### config.mk
export PLATFORM = sky130hd
export DESIGN_NAME = spi_lcd_rx_module
export DESIGN_NICKNAME = d
export VERILOG_FILES = /design/src/rtl/spi_lcd_rx_module.sv
export SDC_FILE = /design/constraint.sdc
export NUM_CORES = 1
export LEC_CHECK = 0
export ABC_AREA = 1
export BUFFER_PORTS_ARGS = -buffer_cell sky130_fd_sc_hd__buf_2
export CAP_MARGIN = 10
export CORE_UTILIZATION = 56
export CTS_CLUSTER_SIZE = 16
export DETAILED_ROUTE_END_ITERATION = 7
export PLACE_DENSITY = 0.78
export SLEW_MARGIN = 10
export SYNTH_ARGS = -nofsm -noshare
export SYNTH_HDL_FRONTEND = slang
export SYNTH_SLANG_ARGS = --single-unit
### constraint.sdc
create_clock -name CLK -period 1.31 [get_ports CLK]
set_input_delay 0 -clock CLK [delete_from_list [all_inputs] [get_ports CLK]]
set_output_delay 0 -clock CLK [all_outputs]
set_load 0.02 [all_outputs]
### src/rtl/spi_lcd_rx_module.sv
// SPI responder for the 12864 LCD link: recovers command/data bytes, tracks the
// page/column pointer and emits frame-RAM writes for the received display data.
module spi_lcd_rx_module #(
    parameter int unsigned SYNC_STAGES = 2,
    parameter int unsigned COL_MAX     = 127,
    parameter int unsigned PAGE_MAX    = 7
) (
    input  logic       CLK,
    input  logic       RSTn,
    input  logic [3:0] SPI_In,
    output logic [7:0] Rx_Data,
    output logic       Rx_A0,
    output logic       Rx_Valid,
    output logic       Cmd_Valid,
    output logic       Wr_En,
    output logic [9:0] Wr_Addr,
    output logic [7:0] Wr_Data,
    output logic       Frame_Err
);

    localparam logic [6:0] ColLast = 7'(COL_MAX);

    typedef enum logic [1:0] {StIdle, StShift, StDone} state_e;

    state_e state_q, state_d;

    logic [3:0] sync_q [SYNC_STAGES];
    logic [3:0] spi_s;
    logic       sclk_d_q, cs_d_q;
    logic       sclk_rise_q, cs_rise_q, cs_fall_q, sda_q, a0_q;

    logic [7:0] shift_q, shift_d;
    logic [2:0] cnt_q, cnt_d;
    logic       a0_byte_q, a0_byte_d;
    logic [2:0] page_q, page_d;
    logic [6:0] col_q, col_d;

    logic [7:0] rx_data_q, rx_data_d;
    logic       rx_a0_q, rx_a0_d;
    logic       rx_valid_q, rx_valid_d;
    logic       cmd_valid_q, cmd_valid_d;
    logic       wr_en_q, wr_en_d;
    logic [9:0] wr_addr_q, wr_addr_d;
    logic [7:0] wr_data_q, wr_data_d;
    logic       frame_err_q, frame_err_d;

    always_ff @(posedge CLK or negedge RSTn) begin
        if (!RSTn) begin
            for (int i = 0; i < SYNC_STAGES; i++) sync_q[i] <= '0;
        end else begin
            sync_q[0] <= SPI_In;
            for (int i = 1; i < SYNC_STAGES; i++) sync_q[i] <= sync_q[i-1];
        end
    end

    assign spi_s = sync_q[SYNC_STAGES-1];

    // Edge strobes are registered together with SDA/A0 so the sampled bit stays aligned.
    always_ff @(posedge CLK or negedge RSTn) begin
        if (!RSTn) begin
            sclk_d_q    <= 1'b0;
            cs_d_q      <= 1'b0;
            sclk_rise_q <= 1'b0;
            cs_rise_q   <= 1'b0;
            cs_fall_q   <= 1'b0;
            sda_q       <= 1'b0;
            a0_q        <= 1'b0;
        end else begin
            sclk_d_q    <= spi_s[1];
            cs_d_q      <= spi_s[3];
            sclk_rise_q <= spi_s[1] & ~sclk_d_q & ~spi_s[3];
            cs_rise_q   <= spi_s[3] & ~cs_d_q;
            cs_fall_q   <= ~spi_s[3] & cs_d_q;
            sda_q       <= spi_s[0];
            a0_q        <= spi_s[2];
        end
    end

    always_ff @(posedge CLK or negedge RSTn) begin
        if (!RSTn) state_q <= StIdle;
        else       state_q <= state_d;
    end

    always_comb begin
        state_d = state_q;
        case (state_q)
            StIdle:  if (cs_fall_q) state_d = StShift;
            StShift: begin
                if (cs_rise_q)                           state_d = StIdle;
                else if (sclk_rise_q && cnt_q == 3'd7)   state_d = StDone;
            end
            StDone:  state_d = cs_d_q ? StIdle : StShift;
            default: state_d = StIdle;
        endcase
    end

    always_comb begin
        shift_d     = shift_q;
        cnt_d       = cnt_q;
        a0_byte_d   = a0_byte_q;
        page_d      = page_q;
        col_d       = col_q;
        rx_data_d   = rx_data_q;
        rx_a0_d     = rx_a0_q;
        rx_valid_d  = 1'b0;
        cmd_valid_d = 1'b0;
        wr_en_d     = 1'b0;
        wr_addr_d   = wr_addr_q;
        wr_data_d   = wr_data_q;
        frame_err_d = 1'b0;
        case (state_q)
            StIdle: if (cs_fall_q) cnt_d = '0;
            StShift: begin
                if (cs_rise_q) begin
                    frame_err_d = (cnt_q != 3'd0);
                    cnt_d       = '0;
                end else if (sclk_rise_q) begin
                    shift_d = {shift_q[6:0], sda_q};
                    cnt_d   = cnt_q + 3'd1;
                    if (cnt_q == 3'd7) a0_byte_d = a0_q;
                end
            end
            StDone: begin
                cnt_d      = '0;
                rx_valid_d = 1'b1;
                rx_data_d  = shift_q;
                rx_a0_d    = a0_byte_q;
                if (a0_byte_q) begin
                    wr_en_d   = 1'b1;
                    wr_addr_d = {page_q, col_q};
                    wr_data_d = shift_q;
                    col_d     = (col_q == ColLast) ? 7'd0 : col_q + 7'd1;
                end else begin
                    cmd_valid_d = 1'b1;
                    case (shift_q[7:4])
                        4'hB: if ({28'd0, shift_q[3:0]} <= PAGE_MAX) page_d = shift_q[2:0];
                        4'h1: col_d[6:4] = shift_q[2:0];
                        4'h0: col_d[3:0] = shift_q[3:0];
                        default: ;
                    endcase
                end
            end
            default: ;
        endcase
    end

    always_ff @(posedge CLK or negedge RSTn) begin
        if (!RSTn) begin
            shift_q     <= '0;
            cnt_q       <= '0;
            a0_byte_q   <= 1'b0;
            page_q      <= '0;
            col_q       <= '0;
            rx_data_q   <= '0;
            rx_a0_q     <= 1'b0;
            rx_valid_q  <= 1'b0;
            cmd_valid_q <= 1'b0;
            wr_en_q     <= 1'b0;
            wr_addr_q   <= '0;
            wr_data_q   <= '0;
            frame_err_q <= 1'b0;
        end else begin
            shift_q     <= shift_d;
            cnt_q       <= cnt_d;
            a0_byte_q   <= a0_byte_d;
            page_q      <= page_d;
            col_q       <= col_d;
            rx_data_q   <= rx_data_d;
            rx_a0_q     <= rx_a0_d;
            rx_valid_q  <= rx_valid_d;
            cmd_valid_q <= cmd_valid_d;
            wr_en_q     <= wr_en_d;
            wr_addr_q   <= wr_addr_d;
            wr_data_q   <= wr_data_d;
            frame_err_q <= frame_err_d;
        end
    end

    assign Rx_Data   = rx_data_q;
    assign Rx_A0     = rx_a0_q;
    assign Rx_Valid  = rx_valid_q;
    assign Cmd_Valid = cmd_valid_q;
    assign Wr_En     = wr_en_q;
    assign Wr_Addr   = wr_addr_q;
    assign Wr_Data   = wr_data_q;
    assign Frame_Err = frame_err_q;

endmodule

# Yosys cells after proc, flatten, opt, wreduce, memory -nomap -nowiden
# Index checks and enable logic that the tools add are counted.
dict set report totals {
  word_cells 80
  input_bits 6
  reg_bits 70
  out_inout_bits 31
}
dict set report op_classes {
  addsub 2
  mux 20
  n_bitwise 9
  magnitude_cmp 1
  eq_ne 9
  reduce_logical 15
}
# operator n
set ops {}
lappend ops {{$mux W7} 2}
lappend ops {{$mux W3} 4}
lappend ops {{$pmux W3 S3} 1}
lappend ops {{$mux W1} 8}
lappend ops {{$reduce_and A2 Y1} 4}
lappend ops {{$reduce_and A4 Y1} 2}
lappend ops {{$add A7 B1 Y7 const B} 1}
lappend ops {{$eq A7 B7 Y1 const B} 1}
lappend ops {{$mux W2} 3}
lappend ops {{$ne A3 B3 Y1 const B} 2}
lappend ops {{$pmux W2 S3} 1}
lappend ops {{$reduce_and A3 Y1} 2}
lappend ops {{$reduce_bool A3 Y1} 2}
lappend ops {{$not A1 Y1} 5}
lappend ops {{$and A1 B1 Y1} 4}
lappend ops {{$eq A4 B1 Y1 const B} 1}
lappend ops {{$eq A4 B4 Y1 const B} 1}
lappend ops {{$le A4 B3 Y1 const B} 1}
lappend ops {{$logic_not A4 Y1} 1}
lappend ops {{$mux W4} 1}
lappend ops {{$reduce_bool A2 Y1} 2}
lappend ops {{$add A3 B1 Y3 const B} 1}
lappend ops {{$eq A3 B3 Y1 const B} 1}
lappend ops {{$eq A2 B1 Y1 const B} 1}
lappend ops {{other kinds (4)} 4}

# Longest topological paths before layout
# Gate-level depths: netlist (run 1).
dict set report logic_depth {
  word_depth 5
  depth_mapped 9
  depth_no_buf 9
}

# Least setup slack after synthesis (run 1)
# No wires, ideal clock.
dict set report synth_path {
  kind {reg2reg}
  startpoint {register col_q[0]}
  endpoint {register col_q[6]}
  arrival_ns 1.048
  t_required_ns 1.197
  setup_slack_ns 0.149
  setup_time_ns 0.113
  path_buffers 0
  synth_period_minus_slack_ns 1.161
  stages_incl_launch_ff 7
  path_cell_list {dfrtp_1 -> ha_1 -> nand3_1 -> o21ai_0 -> nand3_1 -> nand2_1 -> inv_1}
}
dict set report synth_between {
  elab_chain_len 3
  elab_cells_between_ends 4
  cone_classes {1 x add/sub; 1 x eq/ne; 2 x mux}
}
# item line_no
set synth_lines {}
lappend synth_lines {{from (decl)} 36} ;# logic [6:0] col_q, col_d;
lappend synth_lines {{from (signal assigned)} 167} ;# col_q <= col_d;
lappend synth_lines {{$add A7 B1 Y7 / $eq A7 B7 Y1 (equally long branches)} 132} ;# col_d = (col_q == ColLast) ? 7'd0 : col_q + 7'd1;
lappend synth_lines {{$mux W7 *} 132}
lappend synth_lines {{$mux W7 *} 128} ;# if (a0_byte_q) begin
# Mark *: on every way between the ends. The rest lies on a longest branch, timed or not.
# A chain may end at the register's enable or synchronous reset.

# Final worst setup path (run 1)
dict set report layout_path {
  startpoint {register state_q[1]}
  endpoint {register wr_data_q[7] (netlist: Wr_Data[7])}
}
dict set report layout_between {
  elab_chain_len 2
}
# item line_no
set layout_lines {}
lappend layout_lines {{from (decl)} 25} ;# state_e state_q, state_d;
lappend layout_lines {{from (signal assigned)} 80} ;# if (!RSTn) state_q <= StIdle;
lappend layout_lines {{from (signal assigned)} 81} ;# else state_q <= state_d;
lappend layout_lines {{$eq A2 B2 Y1} 111} ;# case (state_q)
lappend layout_lines {{$reduce_and A2 Y1 (no source line)} n/a}
lappend layout_lines {{to (signal assigned)} 174} ;# wr_data_q <= wr_data_d;
lappend layout_lines {{to (decl)} 44} ;# logic [7:0] wr_data_q, wr_data_d;
# Every way passes these cells.

==> results by group, run 1 <==
Outcome
  • Run status: completed

Synth
  • Average cell area after synthesis: around 9.7 um2
  • Leading post-synthesis cells by cell area: dfrtp_1 64%, nand2_1 11%, o21ai_0 7.1%
  • Largest area contributor in the synthesized netlist: dfrtp_1
  • Area share of the largest cell type after synthesis: a little under two thirds
  • Unique cell type count in the Yosys netlist: 23
  • Syn nets: ~300
  • Sequential-to-total area share from yosys stat: between 60% and 70%
  • Syn Std Cell Area: around 0.0028 mm2
  • Gate Count Post-Synth: around 290
  • Synth warn: 0
  • Synth Register Bits: 70

Routing
  • Vias per Instance: between 5 and 6
  • DRC errors left: 0
  • Final ANT Viol Nets: 0
  • First drt pass iteration count: 4
  • DRT iter0 DRCs: ~140
  • WL/cell: 13.36 um
  • Total Routed Length: 5559 um
  • Via count: ~2100

Placement
  • HPWL Detailed: 3617 um
  • Placed cells: roughly 390
  • Gpl congestion: ~0.85
  • Placed instance area: between 0.003 and 0.004 mm2
  • IO buf count: 36

Setup path
  • Startpoint types: flop
  • Slowest-stage cell, CP: dfrtp_1
  • R2r startpoint: state_q[1]
  • CP Data Arrival Time: between 1 and 1.5 ns
  • Critical-path cell list: inv_2, nor2_4, nand2_4, buf_4, nand2_1, o21ai_0
  • CP Max Fanout: 10
  • Worst Path Required: approximately 1.5 ns
  • Worst setup EP type: flop
  • Critical Path Max Stage Delay: 0.38 ns
  • Reg2reg path depth: 6
  • WS Path Type: reg2reg
  • Reg2Reg Setup Slack: ~0.068 ns
  • Reg2Reg Capture Point: Wr_Data[7]

CTS
  • TritonCTS clock tree: done
  • H-tree depth: 3
  • Worst skew pair latency: approximately 0.35 ns
  • Clock Tree Buf Depth: 2
  • CTS clk-pin slew, worst paths: 0.08 ns
  • Clock tree sinks: 70
  • Root Buffer: clkbuf_8
  • CTS buffer count: 9

STA
  • Fin. max-slew vios: 0
  • Setup_tns: 0 ns
  • Endpoints failing hold: 0
  • Achievable frequency: slightly above 0.8 GHz
  • Worst slew margin: between 70% and 80%
  • RSZ-0062 raised after global routing: yes
  • Final worst path period share: roughly 95%
  • Min cycle time layout: roughly 1.2 ns
  • Clk_skew: about 0.0091 ns
  • Worst slew pin tran: 0.3606 ns
  • # setup viols final: 0

Flow run
  • Max-cap violations: 0

Pwr
  • Worst VDD drop: just under 1 mV
  • Total power draw: roughly 4.1 mW
  • PwrDens: ~1200 mW/mm2
  • Pleak: 1.791 nW

Floorplan
  • Num rows: 25
  • Die height: roughly 72 um
  • Num ports: 37
  • CORE AREA: about 0.0047 mm2
  • Initial Utilization: about three fifths
  • Die Area: 0.005206 mm2
  • Die Wd: ~72 um

GRT
  • Number of global-route vias before repair: roughly 2000
  • Antenna violations before repair: 0
  • Congestion Overflow GR: 0
  • First-pass GRT wire length: 9080 um
  • Gr usage total: a little under a quarter
  • Largest net degree at the start of global routing: between 70 and 80

Layout
  • Design area: ~0.0034 mm2
  • Area taken by multi-input logic gates: between 800 and 900 um2
  • Post-Layout Cell Count: roughly 420
  • Fin nets: approximately 350
  • Antenna Cells: 0
  • Register Area: about 0.0018 mm2
  • Post-Route Utilization: between 70 and 80%
  • Fillers: about 340
  • Fraction of layout cells with a size suffix above 1: between 20% and 30%
  • Synth-to-layout area growth: 23.92%

Min path
  • Class of the worst hold path: in2async
## cell families (layout without fill, tap and decap cells)
group                      after synthesis  count (layout)  synth area share [%]
adders and majority gates                4               4                 1.816
and+or+nand+nor                        124             124                 19.25
AOI/OAI and AO/OA                       48              48                 9.079
buffers and inverters                   39             103                 6.309
DFF                                     70              70                 63.55
## state kept, by name (all words and copies together) (netlist names), 2 cells and up
register	flops
Rx_Data	8
Wr_Addr	10
Wr_Data	8
cnt_q	3
col_q	7
page_q	3
shift_q	8
spi_s	4
state_q	2
sync_q	4
## Yosys cell counts, drive strengths merged
master	n
ha	4
a21oi	4
nor3	3
a211oi	1
nor2	20
o22ai	1
nand3	14
nand4	4
nand2	83
dfrtp	70
o21ai	41
buf	6
inv	32
o21bai	1
clkbuf	1
## metrics by stage
stage                     hold WS (ns)  setup slack, ns
after CTS                       0.2032          0.01027
final                           0.2176          0.06771
after global routing            0.2496         -0.01576
after global placement         0.04495         -0.04238
after floorplan                -0.2956           0.1492
after detailed placement       0.04770         -0.03390
## layout make-up
cell class | count | share of cell area [%]
inverter | 32 | 3.700
clock inverter | 7 | 1.612
sequential | 70 | 51.32
multi-input combinational | 176 | 26.26
timing repair buffer | 55 | 11.03
clock buffer | 9 | 3.626
tap | 67 | 2.454
## power by group
| part | internal [mW] | switching [mW] |
|---|---|---|
| clock network | 0.704 | 0.855 |
| registers | 2.23 | 0.0691 |
| logic | 0.0841 | 0.171 |
## cell usage in the layout, fill, tap and decap left out, drive strengths merged
master / Yosys / routed
dfrtp: 70 / 70
nor2: 20 / 20
nand2: 83 / 83
nand3: 14 / 14
nor3: 3 / 3
o22ai: 1 / 1
dlygate4sd3: 0 / 5
clkinvlp: 0 / 3
a211oi: 1 / 1
clkinv: 0 / 2
clkbuf: 1 / 9
ha: 4 / 4
o21bai: 1 / 1
buf: 6 / 50
inv: 32 / 34
nand4: 4 / 4
a21oi: 4 / 4
o21ai: 41 / 41
## timing repair
action / 4_1_cts / 5_1_grt
resized for setup: 3 / 20
setup buffers: 0 / 6
endpoints found under the setup margin: 7 / 29
hold buffers: 5 / 0
pin swaps: 0 / 5
endpoints found under the hold margin: 74 / 0
## worst max-delay path: cells and delay by family, from the launching register on
| kind | cells | cell delay [ns] |
|---|---|---|
| buffers and inverters | 2 | 0.27 |
| flip-flops | 1 | 0.38 |
| AO/OA/AOI/OAI | 1 | 0.07 |
| AND/OR/NAND/NOR | 3 | 0.39 |
## worst max path at each step
stage	slack [ns]	startpoint	to
after floorplan	0.15	col_q[0]	col_q[6]
after global placement	-0.04	col_q[0]	col_q[3]
after detailed placement	-0.03	col_q[0]	col_q[3]
after CTS	0.01	state_q[0]	Rx_Data[4]
after global routing	-0.02	shift_q[6]	page_q[2]
final	0.07	state_q[1]	Wr_Data[7]
## metal layers
metal / track usage (%) / wire length [um] / vias to the layer above
li1: - / - / 1029
met1: 31.69 / 2446 / 1000
met2: 37.18 / 2772 / 51
met3: 5.000 / 222 / 11
met4: 12.64 / 118 / 0
met5: 0 / 0 / -
Note: power is estimated with default switching activity, not from simulation.
==> inputs of run 2 (changes only) <==
--- a/config.mk
+++ b/config.mk
@@ -11,7 +11,7 @@
 export CORE_UTILIZATION = 56
 export CTS_CLUSTER_SIZE = 16
 export DETAILED_ROUTE_END_ITERATION = 7
-export PLACE_DENSITY = 0.78
+export PLACE_DENSITY = 0.77
 export SLEW_MARGIN = 10
 export SYNTH_ARGS = -nofsm -noshare
 export SYNTH_HDL_FRONTEND = slang
==> results by group, run 2 (synthesized netlist as in run 1, its figures left out) <==
Pwr
  • Worst VDD drop: around 1 mV
  • Pleak: around 1.8 nW
  • PwrDens: 1249 mW/mm2
  • Total power draw: between 4 and 5 mW

GRT
  • Congestion Overflow GR: 0
  • Gr usage total: between 20% and 30%
  • First-pass GRT wire length: roughly 8600 um
  • Number of global-route vias before repair: around 1900
  • Largest net degree at the start of global routing: 71
  • Antenna violations before repair: 0

Routing
  • Via count: slightly above 2000
  • WL/cell: between 10 and 15 um
  • Vias per Instance: 4.986
  • Met1 Wirelength: about 2500 um
  • Final ANT Viol Nets: 0
  • Total Routed Length: 5305 um
  • Top Layer Used: met4
  • DRT iter0 DRCs: between 150 and 200
  • DRC errors left: 0
  • Met2 Wirelength: roughly 2500 um
  • Routed length on met3: 211 um
  • First drt pass iteration count: 4

Setup path
  • Worst setup EP type: flop
  • WS Path Type: reg2reg
  • CP Data Arrival Time: around 1.5 ns
  • Reg2Reg Setup Slack: approximately 0.05 ns
  • CP Max Fanout: 10
  • Startpoint types: flop
  • Worst Path Required: 1.55 ns

Floorplan
  • Die height: 72.16 um
  • Die Area: between 0.005 and 0.006 mm2
  • Num rows: 25
  • Die Wd: between 70 and 80 um
  • Num ports: 37
  • CORE AREA: between 0.004 and 0.005 mm2
  • Initial Utilization: 58.36%

Layout
  • Most frequent cells in the layout: 79 x nand2_1, 68 x dfrtp_1, 37 x o21ai_0
  • Commonest non-fill, non-tap cell in the layout: nand2_1
  • Antenna Cells: 0
  • Fraction of layout cells with a size suffix above 1: roughly 25%
  • Max reg flops: 10
  • Fin nets: 354
  • Synth-to-layout area growth: 24.01%

STA
  • Fin. max-slew vios: 0
  • Worst slew pin tran: approximately 0.36 ns
  • Min cycle time layout: around 1.3 ns
  • Final worst path period share: a little over nine tenths
  • # setup viols final: 0
  • Worst slew margin: approximately 76%
  • Final Worst Setup Slack: between 0.04 and 0.05 ns
  • Clk_skew: 0.008352 ns
  • Achievable frequency: between 0.7 and 0.8 GHz
  • Worst hold slack: approximately 0.22 ns
  • RSZ-0062 raised after global routing: yes
  • Endpoints failing hold: 0

Placement
  • IO buf count: 36
  • HPWL Detailed: between 3000 and 4000 um
  • Dpl ws: 0.02196 ns
  • Gpl congestion: 0.8344

CTS
  • Clock tree sinks: 70
  • Worst skew pair latency: around 0.34 ns
  • TritonCTS clock tree: done
  • CTS buffer count: 9
  • Root Buffer: clkbuf_8
  • Clock Tree Buf Depth: 2
  • CTS clk-pin slew, worst paths: about 0.080 ns
  • H-tree depth: 3

Flow run
  • Max-cap violations: 0

Min path
  • Class of the worst hold path: in2async

Outcome
  • Run status: completed
## run 2: worst paths after layout
| check | startpoint | endpoint | cells after the start |
|---|---|---|---|
| max | state_q[1] | col_q[6] | 8 |
| min | RSTn | col_q[6] | 3 |
| max reg2reg | state_q[1] | col_q[6] | 8 |
| min reg2reg | sync_q[5] | spi_s[1] | 0 |
| max in group asynchronous | RSTn | state_q[0] | 3 |
| min in group CLK | SPI_In[1] | sync_q[5] | 2 |
## run 2: final cells by class
| cell class | count | area, um2 |
|---|---|---|
| inverter | 32 | 120.1 |
| sequential | 70 | 1754 |
| multi-input combinational | 176 | 878.3 |
| clock inverter | 7 | 72.57 |
| clock buffer | 9 | 123.9 |
| tap | 67 | 83.83 |
| fill | 344 | 1305 |
| timing repair buffer | 55 | 385.4 |
## run 2: what timing repair did
action	in CTS	in global routing
endpoints found under the setup margin	1	25
pin swaps	0	6
resized for setup	1	14
setup buffers	0	6
hold endpoints to repair	74	0
hold buffers	5	0
## run 2: metrics by stage
stage / util, % / TNS (ns) / instance area [um2] / instances
2_1_floorplan: - / 0 / 2756 / 285
3_3_place_gp: 65.14 / 0 / 3077 / 389
3_5_place_dp: 65.14 / 0 / 3077 / 389
4_1_cts: 70.46 / 0 / 3328 / 410
5_1_grt: 72.37 / -0.08489 / 3418 / 416
6_report: 72.37 / 0 / 3418 / 416
## run 2: per-layer routing
layer  up-vias  global-route usage (%)
li1       1031                       -
met1       985                   33.11
met2        49                   31.26
met3         9                   4.583
met4         0                   10.02
met5         -                       0
## run 2: power by group
part	switching, mW	total (mW)	internal [mW]
Sequential	0.0623	2.29	2.23
Combinational	0.180	0.265	0.0846
Clock	0.828	1.71	0.884
Total	1.07	4.27	3.20
## run 2: critical path: stages, from the launching register on
cell     delay [ns]
dfrtp_1        0.40
inv_2          0.08
nor2_4         0.14
buf_12         0.15
nand3_1        0.10
nand2_2        0.12
nand3_1        0.08
nand2_1        0.07
inv_1          0.03
